===== config.mk =====
export PLATFORM = sky130hd
export DESIGN_NAME = turn_sequencer
export DESIGN_NICKNAME = d
export VERILOG_FILES = /design/src/rtl/turn_pkg.sv /design/src/rtl/tick_gen.sv /design/src/rtl/turn_sequencer.sv
export SDC_FILE = /design/constraint.sdc
export NUM_CORES = 1
export LEC_CHECK = 0
export CORE_UTILIZATION = 42
export CTS_BUF_LIST = sky130_fd_sc_hd__clkbuf_4
export CTS_CLUSTER_SIZE = 40
export DETAILED_ROUTE_END_ITERATION = 8
export GPL_TIMING_DRIVEN = 0
export HOLD_SLACK_MARGIN = 0.1
export MAX_ROUTING_LAYER = met4
export PLACE_DENSITY = 0.73
export SKIP_CTS_REPAIR_TIMING = 1
export SLEW_MARGIN = 0
export SYNTH_ARGS = -nofsm -noshare
export SYNTH_HDL_FRONTEND = slang
export SYNTH_SLANG_ARGS = --single-unit

===== constraint.sdc =====
create_clock -name clock -period 2.3 [get_ports clock]
set_input_delay 0.23 -clock clock [delete_from_list [all_inputs] [get_ports clock]]
set_output_delay 0.23 -clock clock [all_outputs]
set_load 0.005 [all_outputs]

===== src/rtl/turn_pkg.sv =====
// Shared types and helpers for the tail-light turn sequencer.
// Latency: none (types and a pure combinational function only).
// Backpressure: none; nothing here holds state.
package turn_pkg;

    typedef enum logic [2:0] {
        IDLE,
        LEFT,
        RIGHT,
        HAZARD,
        LOCKOUT
    } turn_state_t;

    // Widest lamp bank the fill helper can describe.
    localparam int MAX_LAMPS = 32;

    // Pattern with k lamps lit out of n.
    // LSB-first fills from bit 0 upward; MSB-first fills from bit n-1 downward.
    function automatic logic [MAX_LAMPS-1:0] fill_pattern(
        input int unsigned k,
        input int unsigned n,
        input logic        msb_first
    );
        logic [MAX_LAMPS-1:0] p;
        p = '0;
        for (int unsigned i = 0; i < MAX_LAMPS; i++) begin
            if (msb_first) begin
                p[i] = (i < n) && (i + k >= n);
            end else begin
                p[i] = (i < k);
            end
        end
        return p;
    endfunction

endpackage


===== src/rtl/tick_gen.sv =====
// Step prescaler: pulses tick once every TICK_DIV clocks, restartable.
// Latency: tick is combinational from the counter; restart clears it the same edge.
// Backpressure: none; free-running apart from restart.
module tick_gen #(
    parameter int TICK_DIV = 1
) (
    input  logic clock,
    input  logic reset_n,
    input  logic restart,
    output logic tick
);

    localparam int PW = (TICK_DIV > 1) ? $clog2(TICK_DIV) : 1;
    localparam logic [PW-1:0] LAST = PW'(TICK_DIV - 1);

    logic [PW-1:0] cnt_q;
    logic [PW-1:0] cnt_d;

    // A restart suppresses the pulse so the new sequence gets a full period.
    assign tick = !restart && (cnt_q == LAST);

    // Count up, wrapping to zero on the pulse or on a restart.
    always_comb begin
        cnt_d = cnt_q;
        if (restart || tick) begin
            cnt_d = '0;
        end else begin
            cnt_d = cnt_q + PW'(1);
        end
    end

    // Prescaler register with synchronous active-low reset.
    always_ff @(posedge clock) begin
        if (!reset_n) begin
            cnt_q <= '0;
        end else begin
            cnt_q <= cnt_d;
        end
    end

endmodule


===== src/rtl/turn_sequencer.sv =====
// Tail-light sequencer: turn fill, hazard flash, brake overlay, both-switch lockout.
// Latency: one clock from input sample to registered lamp/error outputs.
// Backpressure: none; inputs are levels sampled every clock.
module turn_sequencer
    import turn_pkg::*;
#(
    parameter int LAMPS    = 3,
    parameter int TICK_DIV = 1
) (
    input  logic             clock,
    input  logic             reset_n,
    input  logic             left,
    input  logic             right,
    input  logic             hazard,
    input  logic             brake,
    output logic [LAMPS-1:0] l_signal,
    output logic [LAMPS-1:0] r_signal,
    output logic             error
);

    localparam int SW = $clog2(LAMPS + 1);
    localparam logic [SW-1:0] STEP_LAST = SW'(LAMPS);
    localparam logic [SW-1:0] STEP_ONE  = SW'(1);

    turn_state_t      state_q, state_d;
    logic [SW-1:0]    step_q, step_d;
    logic [LAMPS-1:0] l_q, l_d;
    logic [LAMPS-1:0] r_q, r_d;
    logic             err_q, err_d;
    logic             entering;
    logic             tick;

    // Any state change restarts pacing so a new pattern holds for a full step.
    assign entering = (state_d != state_q);

    tick_gen #(
        .TICK_DIV (TICK_DIV)
    ) u_tick_gen (
        .clock   (clock),
        .reset_n (reset_n),
        .restart (entering),
        .tick    (tick)
    );

    // Next state by input priority; lockout holds until both turn switches drop.
    always_comb begin
        state_d = IDLE;
        if (left && right) begin
            state_d = LOCKOUT;
        end else if ((state_q == LOCKOUT) && (left || right)) begin
            state_d = LOCKOUT;
        end else if (hazard) begin
            state_d = HAZARD;
        end else if (left) begin
            state_d = LEFT;
        end else if (right) begin
            state_d = RIGHT;
        end
    end

    // Step counter: fill position for turns, on/off phase (non-zero = on) for hazard.
    always_comb begin
        step_d = '0;
        case (state_d)
            LEFT, RIGHT: begin
                if (entering) begin
                    step_d = STEP_ONE;
                end else if (tick) begin
                    step_d = (step_q == STEP_LAST) ? '0 : step_q + STEP_ONE;
                end else begin
                    step_d = step_q;
                end
            end
            HAZARD: begin
                if (entering) begin
                    step_d = STEP_ONE;
                end else if (tick) begin
                    step_d = (step_q == '0) ? STEP_ONE : '0;
                end else begin
                    step_d = step_q;
                end
            end
            default: step_d = '0;
        endcase
    end

    // Lamp and error outputs from the upcoming state and step, with brake overlay.
    always_comb begin
        l_d   = '0;
        r_d   = '0;
        err_d = 1'b0;
        case (state_d)
            IDLE: begin
                if (brake) begin
                    l_d = '1;
                    r_d = '1;
                end
            end
            LEFT: begin
                l_d = LAMPS'(fill_pattern(32'(step_d), 32'(LAMPS), 1'b0));
                if (brake) r_d = '1;
            end
            RIGHT: begin
                r_d = LAMPS'(fill_pattern(32'(step_d), 32'(LAMPS), 1'b1));
                if (brake) l_d = '1;
            end
            HAZARD: begin
                if (step_d != '0) begin
                    l_d = '1;
                    r_d = '1;
                end
            end
            LOCKOUT: err_d = 1'b1;
            default: err_d = 1'b0;
        endcase
    end

    // State, step and output registers with synchronous active-low reset.
    always_ff @(posedge clock) begin
        if (!reset_n) begin
            state_q <= IDLE;
            step_q  <= '0;
            l_q     <= '0;
            r_q     <= '0;
            err_q   <= 1'b0;
        end else begin
            state_q <= state_d;
            step_q  <= step_d;
            l_q     <= l_d;
            r_q     <= r_d;
            err_q   <= err_d;
        end
    end

    assign l_signal = l_q;
    assign r_signal = r_q;
    assign error    = err_q;

endmodule


==> metrics.md, run 1 <==
| Metric | Value |
|---|---|
| Ratio of cells with drive above 1 in the final layout | `14.29%` |
| RSZ-0062 raised after global routing | `no` |
| Layout fillers | `176` |
| Mean routed wirelength per cell | `12.66 um` |
| Clock sink count | `13` |
| Pin slew with the least headroom to its limit | `0.5031 ns` |
| Origin of the critical flop-to-flop path | `state_q[1]$_SDFF_PN0_` |
| Yosys cell types | `43` |
| Reg2reg path depth | `5` |
| Initial standard-cell utilization of the core | `46.39%` |
| Worst-case headroom to the max-slew limit | `65.93%` |
| Count of yosys warnings during synthesis | `0` |
| Gate count after technology mapping | `96` |
| Post-detail-place hpwl | `1314 um` |
| Maximum buffer depth of the clock tree | `2` |
| Power per cell area | `534.3 nW/um^2` |
| Total routed wirelength | `1735 um` |
| DRC violation count after routing | `0` |
| CTS clk-pin slew, worst paths | `0.07 ns` |
| Critical-path cell with the highest stage delay | `sky130_fd_sc_hd__or4_1` |
| Total Negative Setup Slacks | `0 ns` |
| Leading register cell type out of synthesis | `sky130_fd_sc_hd__dfxtp_1` |
| CP Data Arrival Time | `2.37 ns` |
| CTS root buf | `sky130_fd_sc_hd__clkbuf_4` |
| Number of slew-limit violations in the final report | `0` |
| Clock Skews | `0.0009269 ns` |
| Net count of the mapped netlist | `104` |
| IO buf count | `12` |
| Global-route wire length before repair | `2891 um` |
| Utilization after layout | `56.70%` |
| Vias per cell | `5.650` |
| Async S/R FF share, synth | `0%` |
| Number of violations reported at the end of detailed-routing iteration 0 | `27` |
| Final net count | `121` |
| Hold Fails Final Rpt | `0` |
| Critical Path Fanout Max | `10` |
| Die area | `2151 sq um` |
| Worst setup path category | `in2reg` |
| Setup crit end kind | `flop` |
| Mapped Avg Cell Area | `8.615 sq um` |
| Library cell with the largest summed area after synthesis | `sky130_fd_sc_hd__dfxtp_1` |
| Core ar. | `1783 sq um` |
| Startpoint types | `input pin` |
| Cell leakage power | `0.0004241 uW` |
| Flops & latches, synth | `13` |
| Final setup fails | `0` |
| Status | `finished clean` |
| Leftover overflow at the end of global routing | `0` |
| Remaining antenna violation count after routing | `0` |
| Reg-to-reg critical path endpoint | `l_signal[2]$_SDFF_PN0_` |
| Vias after detailed routing | `774` |
| Post-route cell area | `1011 sq um` |
| Peak VDD IR | `366.2 uV` |
| Height of the die | `46.38 um` |
| Area used by multi-input combinational logic | `518.0 sq um` |
| Number of max-cap violations | `0` |
| Final Wtd Congestion | `0.8451` |
| Data required time at the worst endpoint | `2.44 ns` |
| Depth of the CTS H-tree | `1` |
| Overall global routing resource usage | `19.62%` |
| Cell count of the worst hold path | `4` |
| R2r setup slk | `0.14 ns` |
| Clock period minus final worst setup slack | `2.224 ns` |
| TritonCTS clock tree | `built` |
| Final cycle utilization of the critical path | `96.69%` |
| Hold endpoint | `state_q[0]$_SDFF_PN0_` |
| Top cells by area in the synthesized netlist | `sky130_fd_sc_hd__dfxtp_1 31%, sky130_fd_sc_hd__nor2_1 5.0%, sky130_fd_sc_hd__a21oi_1 3.6%` |
| Area overhead of the layout relative to synthesis | `22.24%` |
| Critical path cell sequence | `clkdlybuf4s50_1 -> buf_4 -> or4_1 -> a211o_1 -> a311o_1 -> a22oi_4 -> a221oi_1` |
| Number of global-route vias before repair | `694` |
| Sequential-to-total area share from yosys stat | `31.47%` |
| Initial antenna violation count | `0` |
| Post-synthesis instance area | `827.0 sq um` |
| Pin count of the biggest net entering global routing | `11` |
| Share of Yosys cell area claimed by the top area cell type | `31.47%` |
| Number of clock buffers inserted by TritonCTS | `3` |
| Startpoint of the tightest hold check path | `hazard` |
| Achievable frequency | `0.4497 GHz` |
| First drt pass iteration count | `4` |
| Skew-Pair Late Insertion Delay | `0.27 ns` |
| Number of placed I/O pins | `13` |
| Number of antenna diodes | `0` |
| Slowest Stage Delay on Critical Path | `0.50 ns` |
| FP Rows | `15` |
| Placed inst area | `978.4 sq um` |
| Count of flip-flops with a built-in enable after synthesis | `0` |
| Seq. cell area | `260.3 sq um` |
| Class of the tightest hold or removal check | `in2reg` |
| Width of the chip | `46.38 um` |
-- cell families after synthesis --
logic type | Yosys count | synth area share [%]
compound gates | 31 | 30.71
fa+ha+maj | 2 | 3.025
buf+inv | 9 | 5.899
flops | 13 | 31.47
other cells | 1 | 0.4534
simple gates | 40 | 28.44
-- worst max path at each step --
stage                        endpoint                  start  slack [ns]
6_report       l_signal[2]$_SDFF_PN0_                   left        0.08
5_1_grt        l_signal[2]$_SDFF_PN0_                   left        0.03
4_1_cts        l_signal[2]$_SDFF_PN0_                 hazard        0.04
3_5_place_dp   l_signal[2]$_SDFF_PN0_                 hazard       -0.25
3_3_place_gp   l_signal[2]$_SDFF_PN0_                 hazard       -0.25
2_1_floorplan  l_signal[2]$_SDFF_PN0_  state_q[1]$_SDFF_PN0_        0.32
-- cells in the final DEF, fill, tap and decap left out, types with 2 or more instances in the layout --
cell / n
sky130_fd_sc_hd__dfxtp_1: 13
sky130_fd_sc_hd__nor2_1: 11
sky130_fd_sc_hd__clkdlybuf4s50_1: 11
sky130_fd_sc_hd__nand2_1: 7
sky130_fd_sc_hd__inv_1: 6
sky130_fd_sc_hd__a21oi_1: 6
sky130_fd_sc_hd__o21ai_0: 4
sky130_fd_sc_hd__clkbuf_4: 4
sky130_fd_sc_hd__nand3_1: 3
sky130_fd_sc_hd__a211oi_1: 3
sky130_fd_sc_hd__or4_1: 2
sky130_fd_sc_hd__a211o_1: 2
sky130_fd_sc_hd__or2b_2: 2
sky130_fd_sc_hd__and3_1: 2
sky130_fd_sc_hd__o22ai_1: 2
sky130_fd_sc_hd__o211ai_1: 2
sky130_fd_sc_hd__and2_1: 2
sky130_fd_sc_hd__ha_1: 2
-- layer usage --
layer / global-route usage [%] / vias up / wire length [um]
met5: - / - / 0
met3: 8.235 / 2 / 110
met4: 4.118 / 0 / 9
li1: - / 390 / -
met1: 25.30 / 355 / 822
met2: 28.33 / 27 / 793
-- worst max-delay path: cells and delay by family --
kind	cells	cell delay, ns
buffers and inverters	2	0.58
AOI/OAI and AO/OA	4	1.05
and+or+nand+nor	1	0.50
-- power breakdown --
part | internal (uW) | leakage, uW | total, uW | switching, uW
registers | 241 | 0.000107 | 254 | 12.4
logic | 69.7 | 0.000298 | 139 | 69.7
clock network | 79.0 | 0.0000184 | 147 | 68.0
total | 390 | 0.000424 | 540 | 150
-- flip-flops by register name (all words and copies together), names as in the netlist --
| register | flops |
|---|---|
| r_signal | 3 |
| error | 1 |
| u_tick_gen.cnt_q | 1 |
| step_q | 2 |
| l_signal | 3 |
| state_q | 3 |
-- per-stage QoR --
step / instances / setup slack [ns] / hold WS (ns) / total power [uW]
6_report: 137 / 0.07616 / 0.5638 / 540.1
5_1_grt: 137 / 0.02717 / 0.5947 / 571.0
4_1_cts: 137 / 0.03798 / 0.6479 / 545.6
3_5_place_dp: 133 / -0.2522 / 0.6687 / 397.6
3_3_place_gp: 133 / -0.2477 / 0.6481 / 393.9
2_1_floorplan: 96 / 0.3223 / 0.3517 / 348.3
-- final cells by class --
class | instances | area share (%)
buffer | 3 | 2.599
clock buffer | 4 | 2.970
inverter | 6 | 2.228
multi-input combinational | 74 | 51.24
sequential | 13 | 25.74
tap | 25 | 3.094
timing repair buffer | 12 | 12.13
-- synthesized netlist by cell type, drive strengths merged (3+ instances only) --
cell type,number
and3,3
dfxtp,13
a211oi,4
o21ai,4
nor2,11
nand3,3
nand2,7
a21oi,6
inv,6
Power figures use the tool's default switching activity.
==> run 2, diff against run 1 <==
--- a/config.mk
+++ b/config.mk
@@ -5,6 +5,7 @@
 export SDC_FILE = /design/constraint.sdc
 export NUM_CORES = 1
 export LEC_CHECK = 0
+export CAP_MARGIN = 30
 export CORE_UTILIZATION = 42
 export CTS_BUF_LIST = sky130_fd_sc_hd__clkbuf_4
 export CTS_CLUSTER_SIZE = 40
==> results of run 2 <==
Final layout, timing and power as in run 1 (identical DEF).
==> run 3, diff against run 2 <==
--- a/config.mk
+++ b/config.mk
@@ -15,7 +15,6 @@
 export MAX_ROUTING_LAYER = met4
 export PLACE_DENSITY = 0.73
 export SKIP_CTS_REPAIR_TIMING = 1
-export SLEW_MARGIN = 0
 export SYNTH_ARGS = -nofsm -noshare
 export SYNTH_HDL_FRONTEND = slang
 export SYNTH_SLANG_ARGS = --single-unit
==> constraint.sdc (replaced) <==
create_clock -name clock -period 2.65 [get_ports clock]
set_input_delay 0.265 -clock clock [delete_from_list [all_inputs] [get_ports clock]]
set_output_delay 0.265 -clock clock [all_outputs]
set_load 0.005 [all_outputs]
==> run 3 against run 2 <==
Non-clock buffer count did not move. Combinational power fell by 13%. Hold slack improved by 0.11 ns. Die area did not move. Clock skew barely moved. Via count rose by 1.9%. Cell area fell by 0.25%. Sequential power fell by 13%. Clock-buffer cell count did not move. Worst setup slack improved by 0.27 ns.
==> metrics.md, run 3 (synthesized netlist as in run 1, its figures left out) <==
| Metric | Value |
|---|---|
| Origin of the critical flop-to-flop path | `state_q[1]$_SDFF_PN0_` |
| Number of violations reported at the end of detailed-routing iteration 0 | `33` |
| Proportion of power drawn by combinational gates | `25.8%` |
| Maximum buffer depth of the clock tree | `2` |
| Width of the chip | `46.38 um` |
| Fraction of power consumed by sequential logic | `46.9%` |
| Area overhead of the layout relative to synthesis | `21.94%` |
| CP Data Arrival Time | `2.45 ns` |
| Number of clock buffers inserted by TritonCTS | `3` |
| Final setup fails | `0` |
| Class of the tightest hold or removal check | `reg2reg` |
| Number of slew-limit violations in the final report | `0` |
| Critical path cell sequence | `clkdlybuf4s50_1 -> or4b_1 -> a211o_1 -> a311o_1 -> a22oi_4 -> a221oi_1` |
| TritonCTS clock tree | `built` |
| Power per cell area | `464.8 nW/um^2` |
| IO buf count | `12` |
| Worst-case headroom to the max-slew limit | `66.29%` |
| Vias after detailed routing | `789` |
| Reg2reg path depth | `5` |
| First drt pass iteration count | `4` |
| Clock sink count | `13` |
| Commonest non-fill, non-tap cells in the layout | `13 x sky130_fd_sc_hd__dfxtp_1, 12 x sky130_fd_sc_hd__clkdlybuf4s50_1, 11 x sky130_fd_sc_hd__nor2_1, 7 x sky130_fd_sc_hd__nand2_1` |
| Depth of the CTS H-tree | `1` |
| Status | `finished clean` |
| Pin slew with the least headroom to its limit | `0.4978 ns` |
| Critical-path cell with the highest stage delay | `sky130_fd_sc_hd__or4b_1` |
| Achievable frequency | `0.4335 GHz` |
| Post-detail-place hpwl | `1314 um` |
| Mean routed wirelength per cell | `12.68 um` |
| Number of max-cap violations | `0` |
| Reg-to-reg critical path endpoint | `l_signal[2]$_SDFF_PN0_` |
| Number of antenna diodes | `0` |
| Die area | `2151 sq um` |
| Worst setup path category | `in2reg` |
| Final cycle utilization of the critical path | `87.04%` |
| DRC violation count after routing | `0` |
| Capturing element of the worst setup path | `l_signal[2]$_SDFF_PN0_` |
| Share of total power consumed by net switching | `27.74%` |
| Slowest Stage Delay on Critical Path | `0.54 ns` |
| Startpoint types | `input pin` |
| RSZ-0062 raised after global routing | `no` |
| Height of the die | `46.38 um` |
| Leftover overflow at the end of global routing | `0` |
| Commonest non-fill, non-tap cell in the layout | `sky130_fd_sc_hd__dfxtp_1` |
| Skew-Pair Late Insertion Delay | `0.27 ns` |
| Clk pwr share | `27.2%` |
| FP Rows | `15` |
| Setup crit end kind | `flop` |
| Buf/Inv on CP | `1` |
| Hold Fails Final Rpt | `0` |
| Final net count | `121` |
| Critical Path Fanout Max | `7` |
| Cell leakage power | `0.0004150 uW` |
| Vias per cell | `5.759` |
| Ratio of cells with drive above 1 in the final layout | `14.29%` |
| CTS clk-pin slew, worst paths | `0.07 ns` |
| Launch point of the worst path | `hazard` |
| Data required time at the worst endpoint | `2.79 ns` |
| Overall global routing resource usage | `19.62%` |
| CTS root buf | `sky130_fd_sc_hd__clkbuf_4` |
| Crit path depth | `6` |
| Initial standard-cell utilization of the core | `46.39%` |
| Internal power consumption | `338.7 uW` |
| Clock Skews | `0.001042 ns` |
| Clock period minus final worst setup slack | `2.307 ns` |
| Total routed wirelength | `1737 um` |
| Global-route wire length before repair | `2891 um` |
| Initial antenna violation count | `0` |
| Total Negative Setup Slacks | `0 ns` |
| Remaining antenna violation count after routing | `0` |
| Critical path's top delay family | `compound AO/OA/AOI/OAI gates` |
| Utilization after layout | `56.56%` |
| Net switching power of the design | `130.0 uW` |
| Number of global-route vias before repair | `694` |
| Pin count of the biggest net entering global routing | `11` |
| Number of placed I/O pins | `13` |
| Peak VDD IR | `317.7 uV` |
| Core ar. | `1783 sq um` |
| Final Wtd Congestion | `0.8451` |
| R2r setup slk | `0.50 ns` |
[run 3: changes by cell type in the layout (fill, tap and decap cells not counted)]
cell	before	now
sky130_fd_sc_hd__dlymetal6s2s_1	1	0
sky130_fd_sc_hd__clkdlybuf4s50_1	11	12
[run 3: power groups by stage]
stage	clock network (uW)	logic (uW)	registers (uW)
3_5_place_dp	0	120	225
3_3_place_gp	0	118	224
4_1_cts	132	121	220
6_report	128	121	220
2_1_floorplan	0	79.0	223
5_1_grt	141	132	222
[run 3: final cells by class]
| class | instances | area (sq um) |
|---|---|---|
| Tap cell | 25 | 31.28 |
| Buffer | 3 | 26.28 |
| Clock buffer | 4 | 30.03 |
| Fill cell | 177 | 774.5 |
| Inverter | 6 | 22.52 |
| Sequential cell | 13 | 260.3 |
| Timing Repair Buffer | 12 | 120.1 |
| Multi-Input combinational cell | 74 | 518.0 |
[run 3: worst min path at each step]
stage	from	to	slack, ns	depth (start not counted)
after floorplan	reset_n	error$_SDFF_PN0_	0.39	1
after global placement	step_q[0]$_SDFF_PN0_	step_q[0]$_SDFF_PN0_	0.65	3
after detailed placement	step_q[0]$_SDFF_PN0_	step_q[0]$_SDFF_PN0_	0.67	3
after CTS	reset_n	step_q[0]$_SDFF_PN0_	0.68	2
after global routing	reset_n	step_q[0]$_SDFF_PN0_	0.71	2
final	step_q[0]$_SDFF_PN0_	step_q[0]$_SDFF_PN0_	0.67	3
[run 3: worst reg2reg max path, stage by stage (launching register included)]
cell                       delay [ns]
sky130_fd_sc_hd__dfxtp_1         0.43
sky130_fd_sc_hd__or4b_1          0.46
sky130_fd_sc_hd__a211o_1         0.35
sky130_fd_sc_hd__a311o_1         0.39
sky130_fd_sc_hd__a22oi_4         0.27
sky130_fd_sc_hd__a221oi_1        0.12
[run 3: routing by layer]
layer	global-route usage, %	wire length, um
met1	25.30	793
met2	28.33	814
met3	8.235	119
met4	4.118	9
met5	-	0
[run 3: stage by stage]
step | worst slack [ns] | hold slack, ns | cells | cell area (sq um) | total power, uW
finish | 0.3434 | 0.6700 | 137 | 1008 | 468.8
global route | 0.2566 | 0.7096 | 137 | 1008 | 495.7
CTS | 0.3530 | 0.6829 | 137 | 1008 | 473.5
detailed placement | 0.06282 | 0.6687 | 133 | 978.4 | 345.1
global placement | 0.06726 | 0.6481 | 133 | 978.4 | 341.8
floorplan | 0.6695 | 0.3867 | 96 | 827.0 | 302.3
